### src/rtl/timer_bank.sv
// Bank of NCH down-counting timers driven by one shared tick prescaler.
// Define TIMER_BANK_RELOAD_EN to add per-channel reload registers (periodic mode).
module timer_bank #(
  parameter int TICK_DIV = 833333,
  parameter int NCH      = 2,
  parameter int WIDTH    = 8,
  parameter int SEL_W    = 4
) (
  input  logic             SYS_CLK,
  input  logic             reset,
  input  logic             pause,
  input  logic             wr_en,
  input  logic [SEL_W-1:0] wr_sel,
  input  logic             wr_tgt,
  input  logic [WIDTH-1:0] wr_data,
  input  logic [SEL_W-1:0] rd_sel,
  output logic [WIDTH-1:0] rd_value,
  output logic [NCH-1:0]   active,
  output logic [NCH-1:0]   expire,
  output logic             tick
);

  localparam int              CW      = (TICK_DIV > 1) ? $clog2(TICK_DIV) : 1;
  localparam logic [CW-1:0]   CNT_MAX = CW'(TICK_DIV - 1);

  logic [CW-1:0]    cnt_q, cnt_d;
  logic [WIDTH-1:0] value_q [NCH];
  logic [WIDTH-1:0] value_d [NCH];
  logic [NCH-1:0]   expire_q, expire_d;
  logic [NCH-1:0]   sel_hit;

`ifdef TIMER_BANK_RELOAD_EN
  logic [WIDTH-1:0] reload_q [NCH];
  logic [WIDTH-1:0] reload_d [NCH];
`endif

  // Prescaler: free-running 0..TICK_DIV-1, frozen while paused.
  always_comb begin
    tick  = (cnt_q == CNT_MAX) && !pause;
    cnt_d = cnt_q;
    if (!pause) begin
      cnt_d = (cnt_q == CNT_MAX) ? '0 : cnt_q + CW'(1);
    end
  end

  // Write interface: wr_en is a one-cycle strobe with no ready; every strobe
  // is accepted and lands at the next edge, out-of-range selects match nothing.
  always_comb begin
    for (int i = 0; i < NCH; i++) begin
      sel_hit[i] = wr_en && (wr_sel == SEL_W'(i));
    end
  end

  always_comb begin
    for (int i = 0; i < NCH; i++) begin
      value_d[i]  = value_q[i];
      expire_d[i] = 1'b0;
`ifdef TIMER_BANK_RELOAD_EN
      reload_d[i] = (sel_hit[i] && wr_tgt) ? wr_data : reload_q[i];
`endif
      if (sel_hit[i] && !wr_tgt) begin
        value_d[i] = wr_data;
      end else if (tick && (value_q[i] != '0)) begin
        if (value_q[i] == WIDTH'(1)) begin
          expire_d[i] = 1'b1;
`ifdef TIMER_BANK_RELOAD_EN
          // A zero reload register naturally degenerates to one-shot.
          value_d[i]  = reload_q[i];
`else
          value_d[i]  = '0;
`endif
        end else begin
          value_d[i] = value_q[i] - WIDTH'(1);
        end
      end
    end
  end

  always_ff @(posedge SYS_CLK or posedge reset) begin
    if (reset) begin
      cnt_q    <= '0;
      expire_q <= '0;
      for (int i = 0; i < NCH; i++) begin
        value_q[i] <= '0;
`ifdef TIMER_BANK_RELOAD_EN
        reload_q[i] <= '0;
`endif
      end
    end else begin
      cnt_q    <= cnt_d;
      expire_q <= expire_d;
      for (int i = 0; i < NCH; i++) begin
        value_q[i] <= value_d[i];
`ifdef TIMER_BANK_RELOAD_EN
        reload_q[i] <= reload_d[i];
`endif
      end
    end
  end

  always_comb begin
    rd_value = '0;
    for (int i = 0; i < NCH; i++) begin
      active[i] = (value_q[i] != '0);
      if (rd_sel == SEL_W'(i)) begin
        rd_value = value_q[i];
      end
    end
  end

  assign expire = expire_q;

endmodule

### config.mk
export PLATFORM = sky130hd
export DESIGN_NAME = timer_bank
export DESIGN_NICKNAME = d
export VERILOG_FILES = /design/src/rtl/timer_bank.sv
export SDC_FILE = /design/constraint.sdc
export NUM_CORES = 1
export LEC_CHECK = 0
export CORE_ASPECT_RATIO = 1.25
export CORE_MARGIN = 5
export CORE_UTILIZATION = 49
export CTS_CLUSTER_SIZE = 25
export DETAILED_ROUTE_END_ITERATION = 7
export PLACE_DENSITY = 0.85
export SETUP_SLACK_MARGIN = 0.1
export SYNTH_ARGS = -nofsm -noshare
export SYNTH_HDL_FRONTEND = slang
export SYNTH_SLANG_ARGS = --single-unit
### constraint.sdc
create_clock -name SYS_CLK -period 2.4 [get_ports SYS_CLK]
set_clock_uncertainty 0.05 [all_clocks]
set_input_delay 0.6 -clock SYS_CLK [delete_from_list [all_inputs] [get_ports SYS_CLK]]
set_output_delay 0.6 -clock SYS_CLK [all_outputs]
set_load 0.005 [all_outputs]
Word-level counts from Yosys, hierarchy flattened
Index checks and enable logic that the tools add are counted.
{"block": "classes", "add_sub_neg": 3, "eq_ne": 5, "muxes": 15, "reduce_logical": 15}
{"operator": "$mux W8", "count": 8}
{"operator": "$add A20 B1 Y20 const B", "count": 1}
{"operator": "$eq A20 B20 Y1 const B", "count": 1}
{"operator": "$mux W20", "count": 1}
{"operator": "$eq A8 B1 Y1 const B", "count": 2}
{"operator": "$reduce_bool A8 Y1", "count": 2}
{"operator": "$sub A8 B1 Y8 const B", "count": 2}
{"operator": "$eq A4 B1 Y1 const B", "count": 2}
{"operator": "$logic_not A4 Y1", "count": 2}
{"operator": "$logic_and A1 B1 Y1", "count": 7}
{"operator": "$mux W1", "count": 6}
{"operator": "$reduce_bool A2 Y1", "count": 2}
{"operator": "$logic_not A1 Y1", "count": 2}
{"block": "totals", "register_bits": 38, "inputBits": 21, "out_inout_bits": 13, "wordCells": 42}

Depth between registers and ports, before layout
{"block": "logic_depth", "word_depth": 5, "depth_mapped": 9, "ltp_nobuf": 8}

Worst setup path after synthesis
Ideal clock, no wire load.
{"block": "synth_timing", "kind": "flip-flop to output port", "startpoint": "register cnt_q[0]", "endpoint": "output port tick", "arrival_time_ps": 1696, "required_ps": 1750, "path_slack_ps": 54, "stages_incl_launch_ff": 9, "path_cell_list": "dfrtp_1 > inv_1 > ha_1 > nor4bb_1 > and4b_1 > clkbuf_1 > nand2_1 > clkinv_2 > buf_2"}
{"block": "synth_via", "elab_chain_len": 2}
{"element": "start, declared", "line": "26", "rtl": "logic [CW-1:0] cnt_q, cnt_d;"}
{"element": "start signal, assigned", "line": "90", "rtl": "cnt_q <= cnt_d;"}
{"element": "$eq A20 B20 Y1", "line": "39", "rtl": "tick = (cnt_q == CNT_MAX) && !pause;"}
{"element": "$logic_and A1 B1 Y1", "line": "39"}
{"element": "end, declared", "line": "20", "rtl": "output logic tick"}
No other way between the ends.

Worst setup path in the final report
{"block": "layout_timing", "startpoint": "input port wr_sel[3]", "endpoint": "register value_q[12] in the netlist's numbering"}
{"block": "layout_via", "elab_chain_len": 4, "word_cells_on_any_way": 5}
{"element": "start, declared", "line": "13", "rtl": "input logic [SEL_W-1:0] wr_sel,"}
{"element": "$logic_not A4 Y1 *", "line": "50", "rtl": "sel_hit[i] = wr_en && (wr_sel == SEL_W'(i));"}
{"element": "$logic_and A1 B1 Y1 *", "line": "50"}
{"element": "$logic_and A1 B1 Y1 *", "line": "61", "rtl": "if (sel_hit[i] && !wr_tgt) begin"}
{"element": "$mux W8 / $reduce_bool A2 Y1 (equally long branches)"}
{"element": "end signal, assigned by index", "line": "93", "rtl": "value_q[i] <= value_d[i];"}
{"element": "end, declared", "line": "27", "rtl": "logic [WIDTH-1:0] value_q [NCH];"}
Every way passes the cells marked *; elsewhere a longest branch is shown, timed or not.
A chain may end at the register's enable or synchronous reset.

==> impl.org <==
** Global route
- The number of global-route vias before repair was 2,432.
- Across every metal layer, demand over resource in global routing totals 23.0%.
- Entering global routing, the biggest net connects 39 pins.
- Number of antenna violations at the first check in global routing :: 0
- The first global-routing pass estimated 11.3 mm of wire.
- Remaining global-route overflow :: 0

** Logic synthesis
- After synthesis the cells add up to 2320 um2.
- After synthesis, the mean cell area works out to 8.96 um2.
- Of all flip-flops after synthesis, the portion carrying an async set or reset was 100%.
- Post-synth EDFFs :: 0
- Counting flops and latches in the post-synthesis netlist gives 38.
- In this run, distinct cell masters in the synthesized netlist total 48.
- For this run, the leading register cell type out of synthesis is sky130_fd_sc_hd__dfrtp_1.
- Post-Synthesis Net Count :: 286
- Summing the sequential cell areas from Yosys gives 41.0% of the chip area.
- Top-area cell type share of the netlist area :: 41.0%
- Library cell with the largest summed area after synthesis :: sky130_fd_sc_hd__dfrtp_1
- Cells after Synth :: 259
- Yosys synthesis warning count :: 0
- Cell types occupying the most area after synthesis :: sky130_fd_sc_hd__dfrtp_1 (41%), sky130_fd_sc_hd__nor2_1 (5.5%), sky130_fd_sc_hd__nand2_1 (4.9%)

** Detailed routing
- DR pass1 iterations :: 5
- Per-cell routed wire length :: 17.1 um
- Violation count after the first detailed-routing iteration :: 154
- Dividing the detail-routed via count by the number of cells gives 5.78.
- Overall via count from detail_route :: 2,313
- Final wirelength :: 6.85 mm
- After detailed routing, the number of remaining DRC violations is 0.
- Detail Route Antenna Nets :: 0

** Layout
- Count of fill cells added during filler insertion :: 357
- The net count of the finished layout is 366.
- Relative to the synthesized area, the layout overhead comes to 39.9%.
- Leaving out fill and tap cells, the most frequent cells in the layout are sky130_fd_sc_hd__buf_4 (43), sky130_fd_sc_hd__dfrtp_1 (37), sky130_fd_sc_hd__nor2_1 (31), sky130_fd_sc_hd__nand2_1 (27), sky130_fd_sc_hd__nand3_1 (22).
- Diode count :: 0
- Most common cell after layout, fill and taps aside :: sky130_fd_sc_hd__buf_4
- After routing the design area is 3250 um2.
- Share of post-route cells with drive strength above 1 :: 27.4%
- The finished layout holds 400 standard cells, fillers aside.

** Power and ir drop
- The worst-case IR drop observed on VDD is 500 uV.
- The analysis attributes to cell leakage a power of 1.48 nW.
- Cell Pwr Density :: 641 nW/um2

** Placement
- Post-detail-place hpwl :: 4.78 mm
- After detailed placement, the total cell area comes to 3000 um2.
- Routability-driven placement congestion ratio :: 0.894
- Number of buffers added on ports :: 33
- Placed cells :: 383

** Timing
- Worst Max-Slew Pin Slew :: 500 ps
- The final number of max-transition violations was 0.
- The number of failing hold endpoints at the final stage came to 0.
- Timing would allow up to 0.428 GHz.
- RSZ-0062 raised after global routing :: true
- Setup violations remaining at the end of the flow were counted as 0.
- Headroom to the max-slew limit came out at 66.7%.
- In the finished design, the share of the clock period the worst path needs comes to 97.3%.
- Subtracting the final worst setup slack from the clock period gives 2340 ps.

** Min path
- Worst Hold Launch :: cnt_q[19]
- Along the worst hold path, the cell count comes to 1.
- Worst hold path endpoint :: cnt_q[19]
- The tightest min-delay check is of the register to register type.

** Worst setup path
- At the worst endpoint, the arrival time is 2430 ps.
- Cell depth of the worst flop-to-flop path :: 10
- Sequence of cells on the critical path :: clkdlybuf4s50_1 -> or2_2 -> or4_4 -> and3_1 -> o21ai_1 -> o311ai_2
- Type of the setup path with the least slack :: input port to register
- STA classifies the critical path startpoint as an input port.
- The slowest stage of the critical path belongs to the cell sky130_fd_sc_hd__or4_4.
- For this run, the slowest stage of the critical path takes 540 ps.
- In this run the worst path has a maximum fanout of 4.
- Destination of the worst register-to-register timing path :: value_q[12]
- The worst register-to-register path begins at cnt_q[0].
- At the worst endpoint, the required time is 2500 ps.
- Critical path launch point :: wr_sel[3]
- Setup crit end kind :: register
- Register-to-register path setup slack :: 130 ps

** CTS
- Clock tree buffer depth :: 2
- Clock-pin slew was measured on the worst setup and hold paths at 80 ps.
- Number of buffers created by CTS :: 5
- In this run, post-CTS hold repair placed 0 buffers.
- Clock insertion delay at the later pin of the skew report :: 290 ps
- CTS saw 38 sinks.
- TritonCTS clock tree :: built
- The H-tree was split into 2 levels.
- CTS Root Buffer Type :: sky130_fd_sc_hd__clkbuf_8

** Run status
- Result of the run :: finished, final reports clean

** Job
- Count of max-cap constraint violations :: 0

** Die
- Once the floorplan was initialized, standard cells occupied 49.8% of the core.
- Ports :: 34
- The region available for standard cell placement spans 4660 um2.
- Die Area :: 6220 um2
- Number of core rows :: 28
- Chip width :: 71.6 um
- Floorplan die height :: 86.9 um
[synth_stat cells (2+ instances only)]
master / instances
sky130_fd_sc_hd__dfrtp_1: 38
sky130_fd_sc_hd__nor2_1: 34
sky130_fd_sc_hd__nand2_1: 30
sky130_fd_sc_hd__nand3_1: 22
sky130_fd_sc_hd__mux2i_1: 11
sky130_fd_sc_hd__xor2_1: 11
sky130_fd_sc_hd__inv_1: 9
sky130_fd_sc_hd__nor4_1: 9
sky130_fd_sc_hd__clkbuf_1: 7
sky130_fd_sc_hd__o211ai_1: 7
sky130_fd_sc_hd__ha_1: 6
sky130_fd_sc_hd__o21ai_0: 6
sky130_fd_sc_hd__xnor2_1: 6
sky130_fd_sc_hd__nand4_1: 5
sky130_fd_sc_hd__nand4b_1: 4
sky130_fd_sc_hd__nor3_1: 4
sky130_fd_sc_hd__or3_1: 4
sky130_fd_sc_hd__a21oi_1: 3
sky130_fd_sc_hd__a31oi_1: 3
sky130_fd_sc_hd__and3_1: 3
sky130_fd_sc_hd__or4_1: 3
sky130_fd_sc_hd__a211o_1: 2
sky130_fd_sc_hd__nand2b_1: 2
sky130_fd_sc_hd__nor3b_1: 2
sky130_fd_sc_hd__nor4_2: 2
sky130_fd_sc_hd__nor4bb_1: 2
sky130_fd_sc_hd__o311ai_0: 2
sky130_fd_sc_hd__or2_2: 2
[repair_timing]
item | in CTS | in global routing
buffers inserted | 8 | 1
endpoints found under the setup margin | 12 | 9
gates resized for setup | 54 | 14
pin swaps | 6 | 6
gates cloned | 0 | 0
[cell families after synthesis]
kind of cell             count (synthesis)  share of synthesized area [%]
AND/OR/NAND/NOR                        138                           32.1
flip-flops                              38                           41.0
AO/OA/AOI/OAI                           30                           9.00
buffers and inverters                   18                           3.02
XOR/XNOR                                17                           6.41
multiplexers                            12                           5.23
adder cells (fa/ha/maj)                  6                           3.23
[per-stage QoR]
| stage | hold WS, ps | util (%) | worst slack (ps) | TNS [ps] | power, W |
|---|---|---|---|---|---|
| 2_1_floorplan | 388 | - | 128 | 0 | 0.00124 |
| 3_3_place_gp | 419 | 64.4 | -352 | -3570 | 0.00152 |
| 3_5_place_dp | 436 | 64.4 | -429 | -4060 | 0.00154 |
| 4_1_cts | 447 | 68.1 | 161 | 0 | 0.00205 |
| 5_1_grt | 477 | 69.7 | -7.68 | -7.68 | 0.00222 |
| 6_report | 444 | 69.7 | 63.7 | 0 | 0.00208 |
[state kept, by name, summed over array words and instances (netlist names)]
signal and count:
cnt_q 20, value_q 16, expire 2
[worst max-delay path: cells and delay by family]
kind	cells	cell delay (ps)
simple gates	3	1060
compound gates	2	370
buf+inv	1	410
[metal layers]
metal	global-route usage, %	part of all wire [%]	vias up
li1	-	-	1090
met1	25.1	37	1101
met4	12.1	4.9	0
met3	4.04	5.3	31
met5	0	0	-
met2	42.1	53	91
[report_power, final]
part | internal (W) | switching (W) | leakage, nW
Combinational | 0.000370 | 0.000371 | 0.938
Clock | 0.000231 | 0.000231 | 0.0472
Sequential | 0.000753 | 0.000126 | 0.496
[final cells by class]
class                           instances  area, um2  share of cell area, %
Clock buffer                            6       82.6                   2.54
Sequential cell                        38        952                   29.3
Clock inverter                          2       12.5                  0.385
Multi-Input combinational cell        203       1400                   43.1
Timing Repair Buffer                   81        686                   21.1
Tap cell                               60       75.1                   2.31
Inverter                               10       38.8                   1.19
[how the worst max path moves through the flow]
stage             endpoint  cells past startpoint
2_1_floorplan         tick                      5
3_3_place_gp   rd_value[2]                      4
3_5_place_dp   rd_value[6]                      4
4_1_cts        rd_value[6]                      5
5_1_grt        value_q[12]                     10
6_report       value_q[12]                      6
No activity file was read; power rests on OpenSTA's default activity.
==> RTL change 1, RTL diff (same flow settings) <==
Add a define of `TIMER_BANK_RELOAD_EN`.
--- a/src/rtl/timer_bank.sv
+++ b/src/rtl/timer_bank.sv
@@ -2,2 +2,4 @@
 // Define TIMER_BANK_RELOAD_EN to add per-channel reload registers (periodic mode).
+`define TIMER_BANK_RELOAD_EN
+
 module timer_bank #(
Check against the original RTL: same outputs for any inputs over 10 cycles, from zero or initial values and one cycle with reset high; that may be too few to reach the edited logic, so the function may still have changed.
==> RTL change 1 against the unedited design <==
Total power grew 27%. Largest power group unchanged. Worst setup slack lost 0.041 ns. Synthesized area grew 42%. Core utilization shrank 6.2 points. Largest cell class unchanged. Sequential cell count grew 16. Cell area grew 28%. Wire length grew 26%. Highest routed layer unchanged.
==> RTL change 1: results (changes against the unedited design) <==
** GRT
- GR Util All Layers :: 21.02% (-2.0 points)
- The via count of the first global-routing pass was 2941 (+21%).
- The pin count of the biggest net entering global routing is 26 (-33%).
- Met2 usage :: 37.04% (-5.0 points)
- Global-route wire length before repair :: 14450 µm (+28%)
- The met3 usage is 3.743% (-0.30 points).

** Critical path
- Among all stages on the critical path, the largest delay is contributed by sky130_fd_sc_hd__dfrtp_1.
- Worst EP arrival :: 1.73 ns (-0.70 ns)
- The path depth of the worst reg2reg path was 9 (-1).
- The stage delay of the slowest cell on the critical path came to 0.39 ns (-0.15 ns).
- The largest fanout on the critical path came to 2 (-2).

** Synthesis
- Top cells by count, synth :: sky130_fd_sc_hd__dfrtp_1, sky130_fd_sc_hd__nor2_1, sky130_fd_sc_hd__nand2_1
- Multiplexer share of the synthesized area :: 8.444% (+3.2 points)
- Most area-consuming cells after synthesis :: sky130_fd_sc_hd__dfrtp_1, sky130_fd_sc_hd__mux2_2, sky130_fd_sc_hd__nor2_1, sky130_fd_sc_hd__nand3_1, sky130_fd_sc_hd__mux2i_1
- The area share of the largest cell type after synthesis was 41.08% (+0.11 points).
- Complex-gate fraction of the synthesized area :: 13.43% (+4.4 points)
- Proportion of synthesized chip area in sequential cells :: 41.08% (+0.11 points)
- Fraction of synthesized cell area in xor and xnor cells :: 4.260% (-2.2 points)
- Synthesized-area fraction occupied by adder cells :: 2.282% (-0.95 points)
- The count of yosys warnings during synthesis is 0 (unchanged).
- Mean instance size in the synthesized netlist :: 9.062 µm² (+1.1%)
- Netlist cell types :: 52 (+8.3%)
- Synthesized net count :: 390 (+36%)

** Cells and area
- Nets :: 460 (+26%)
- The number of fill cells is 532 (+49%).
- Antenna fix cells :: 0 (unchanged)
- Fraction of final layout cells with drive strength greater than 1 :: 23.96% (-3.4 points)

** Routing
- Met2 WL post-DR :: 4280 µm (+19%)
- The met1 wire length was 3551 µm (+40%).
- The final wirelength is 8652 µm (+26%).
- Count of routing violations after the opening detailed-route iteration :: 263 (+71%)
- Post-detailed-route via-to-cell ratio :: 5.893 (+1.9%)
- The count of vias placed by the detailed router came to 3070 (+33%).
- Met3 Routed Length :: 428 µm (+17%)

** Power and ir drop
- Share of total power in sequential cells :: 47.3% (+5.1 points)
- The power density normalized to cell area is 636.8 nW/µm² (-0.70%).
- Net switching share of the total power :: 34.77% (-0.20 points)
- VDD IR-drop max :: 416.3 µV (-17%)
- Clock power frac :: 20.2% (-2.0 points)

** Outcome
- Status :: finished, final reports clean

** Place
- Detailed placer's ending HPWL :: 6290 µm (+32%)
- The number of placed cells counting well taps came to 502 (+31%).
- Pre-CTS setup slack :: -0.4101 ns (+0.01905 ns)
- The global placement routability congestion was 0.9499 (+6.3%).
- Post-place instance area :: 3964 µm² (+32%)

** STA
- Remaining max-slew budget at the tightest pin :: 53.92% (-13 points)
## RTL change 1: cell types whose count changed in the layout (fill, tap and decap cells not counted), moves of 5 or more
cell and change:
sky130_fd_sc_hd__nor3_1 +10, sky130_fd_sc_hd__dfrtp_2 +6, sky130_fd_sc_hd__o21ai_0 +13, sky130_fd_sc_hd__nor2_1 +7, sky130_fd_sc_hd__a21oi_1 +15, sky130_fd_sc_hd__inv_1 +8
sky130_fd_sc_hd__dfrtp_1 +10, sky130_fd_sc_hd__a31oi_1 +5, sky130_fd_sc_hd__o211ai_1 -7, sky130_fd_sc_hd__mux2_2 +13
## RTL change 1: path summary, 6_finish.rpt
kind	start	to	slack (ns)
worst max-delay path	cnt_q[0]	tick	0.02
worst min-delay path	reload_q[6]	reload_q[6]	0.46
worst max register to register	cnt_q[0]	value_q[12]	0.18
worst min register to register	reload_q[6]	reload_q[6]	0.46
max in group asynchronous	reset	value_q[15]	1.14
min in group asynchronous	reset	cnt_q[8]	0.60
## RTL change 1: worst max-delay path: cells and delay by family (launching register included)
family	cells	cell delay (ns)
buffers and inverters	3	0.28
adders and majority gates	1	0.17
and+or+nand+nor	3	0.58
DFF	1	0.39
## RTL change 1: area by class of cell
class,instances,area (µm²),area share (%)
Sequential cell,54,1360,32.64
Clock inverter,1,5.005,0.1201
Multi-Input combinational cell,273,1833,43.99
Inverter,16,60.06,1.441
Timing Repair Buffer,83,713.2,17.12
Clock buffer,7,86.33,2.072
Tap cell,87,108.9,2.613
## RTL change 1: timing repair
item                                    in CTS  in global routing
endpoints found under the setup margin      11                 21
pin swaps                                   11                  4
gates resized for setup                     49                  2
setup buffers                               10                  1
cloned                                       0                  0
==> RTL change 2, RTL diff (same settings) <==
Without the edit above. Put a register stage on the output `rd_value`, cleared by the reset. The value now appears one clock later. The other outputs are not delayed to match.
--- a/src/rtl/timer_bank.sv
+++ b/src/rtl/timer_bank.sv
@@ -24,2 +24,4 @@
   localparam logic [CW-1:0]   CNT_MAX = CW'(TICK_DIV - 1);
+
+  logic [WIDTH-1:0] rd_value_d;
 
@@ -101,3 +103,3 @@
   always_comb begin
-    rd_value = '0;
+    rd_value_d = '0;
     for (int i = 0; i < NCH; i++) begin
@@ -105,3 +107,3 @@
       if (rd_sel == SEL_W'(i)) begin
-        rd_value = value_q[i];
+        rd_value_d = value_q[i];
       end
@@ -112,2 +114,10 @@
 
+  always_ff @(posedge SYS_CLK or posedge reset) begin
+    if (reset) begin
+      rd_value <= '0;
+    end else begin
+      rd_value <= rd_value_d;
+    end
+  end
+
 endmodule
Behaviour: not the same (a bounded check fails within 4 cycles, from zero or initial values and one cycle with reset high).
==> RTL change 2 against the unedited design <==
Worst setup slack gained 0.018 ns. Combinational power shrank 26%. Wire length shrank 5.5%. Cell area grew 3.4%. Maximum frequency grew 0.77%. Critical path depth shrank 1. Total power shrank 2.5%. Global-route usage shrank 3.8 points. Synthesized area grew 11%. Sequential cell count grew 8.
==> RTL change 2: results (changes against the unedited design) <==
** GRT
- The met3 usage came to 3.536% (-0.51 points).
- The pin count of the biggest net entering global routing came to 24 (-38%).
- The met1 global-route usage was 19.94% (-5.1 points).
- GR Util All Layers :: 19.25% (-3.8 points)
- Via count of the first global-routing pass :: 2346 (-3.5%)
- Global-route wire length before repair :: 10280 µm (-9.2%)
- Met2 usage :: 35.41% (-6.6 points)

** Critical path
- CP max stage cell :: sky130_fd_sc_hd__or3b_4
- Largest incremental delay on the critical path :: 0.41 ns (-0.13 ns)
- Worst EP arrival :: 1.67 ns (-0.76 ns)
- The largest fanout on the critical path was 2 (-2).

** Place
- The global placement routability congestion came to 0.9173 (+2.6%).
- Placed cell count :: 389 (+1.6%)
- Detailed placer's ending HPWL :: 4907 µm (+2.7%)
- The cell area after placement was 3171 µm² (+5.7%).
- The setup slack after placement came to -0.3402 ns (+0.08891 ns).

** Synthesis
- The number of nets in the synthesized netlist is 299 (+4.5%).
- The number of distinct standard cells referenced by the synthesized netlist came to 50 (+4.2%).
- The post-synthesis average cell area came to 9.439 µm² (+5.3%).
- The sequential area share after synthesis came to 44.83% (+3.9 points).
- By count the netlist is led by sky130_fd_sc_hd__dfrtp_1, sky130_fd_sc_hd__nor2_1, sky130_fd_sc_hd__nand2_1.
- Most area-consuming cells after synthesis :: sky130_fd_sc_hd__dfrtp_1, sky130_fd_sc_hd__nor2_1, sky130_fd_sc_hd__mux2i_1, sky130_fd_sc_hd__nand2_1, sky130_fd_sc_hd__xor2_1

** Cells and area
- Fraction of final layout cells with drive strength greater than 1 :: 21.76% (-5.6 points)
- The final instance area was 3358 µm² (+3.4%).
- Nets :: 366 (unchanged)
- Fill cells :: 407 (+14%)
- The antenna diode count came to 0 (unchanged).

** Routing
- The iteration-0 DRC count of the detailed router was 113 (-27%).
- Total Routed Length :: 6472 µm (-5.5%)
- Post-detailed-route via-to-cell ratio :: 5.694 (-1.5%)
- Met2 WL post-DR :: 3623 µm (+0.53%)
- The length of the first detailed-routing pass in iterations is 6 (+1).
- The met1 wire length was 2376 µm (-6.5%).
- Drt wl/cell :: 16.10 µm (-5.9%)
- Met3 Routed Length :: 261 µm (-28%)

** STA
- The actual transition at the worst max-transition pin is 0.5307 ns (+0.03084 ns).

** Power and ir drop
- Static Leakage :: 0.001524 µW (+2.9%)
- VDD IR-drop max :: 457.4 µV (-8.5%)

** Min path
- Type of the tightest min-delay check :: reg -> reg

** Outcome
- Status :: finished, final reports clean
## RTL change 2: cell types whose count changed after synthesis, sizes merged, moves of 6 or more
| cell | delta |
|---|---|
| dfrtp | +8 |
| nand2 | -6 |
| nand3 | -11 |
| nor4 | -7 |
| o211ai | -6 |
## RTL change 2: cell type report
class	count	area share [%]
Multi-Input combinational cell	202	41.06
Inverter	14	1.565
Clock inverter	1	0.1490
Clock buffer	7	2.571
Sequential cell	46	34.28
Timing Repair Buffer	70	18.07
Tap cell	62	2.310
## RTL change 2: timing repair
action	CTS	global route
endpoints found under the hold margin	0	0
endpoints found under the setup margin	3	5
pin swaps	1	5
setup buffers	1	4
resized for setup	14	11
## RTL change 2: report_power, final
group / internal, µW / leakage [µW] / switching, µW
clock: 233 / 0.0000482 / 254
combinational: 281 / 0.000876 / 269
sequential: 877 / 0.000600 / 118
total: 1390 / 0.00152 / 641
## RTL change 2: kinds of logic (layout without fill, tap and decap cells)
logic type	count (synthesis)	after routing	synth area share, %
XOR/XNOR	16	16	5.458
buffers and inverters	24	92	3.801
adder cells (fa/ha/maj)	6	6	2.924
AO/OA/AOI/OAI	39	39	9.796
AND/OR/NAND/NOR	126	126	27.19
multiplexers	15	15	5.994
flip-flops	46	46	44.83
## RTL change 2: worst paths after layout
kind                           start  cells past startpoint          end  slack [ns]
max in group asynchronous      reset                      3  value_q[10]        1.13
hold / removal             cnt_q[18]                      1    cnt_q[18]        0.47
setup reg to reg            cnt_q[6]                      7   value_q[3]        0.14
setup / recovery            cnt_q[6]                      5         tick        0.08
hold reg to reg            cnt_q[18]                      1    cnt_q[18]        0.47
min in group asynchronous      reset                      2  value_q[14]        0.53
## RTL change 2: critical path, delay by kind of cell (launching register included)
kind	cells	cell delay, ns
and+or+nand+nor	3	0.80
DFF	1	0.39
buffers and inverters	2	0.17
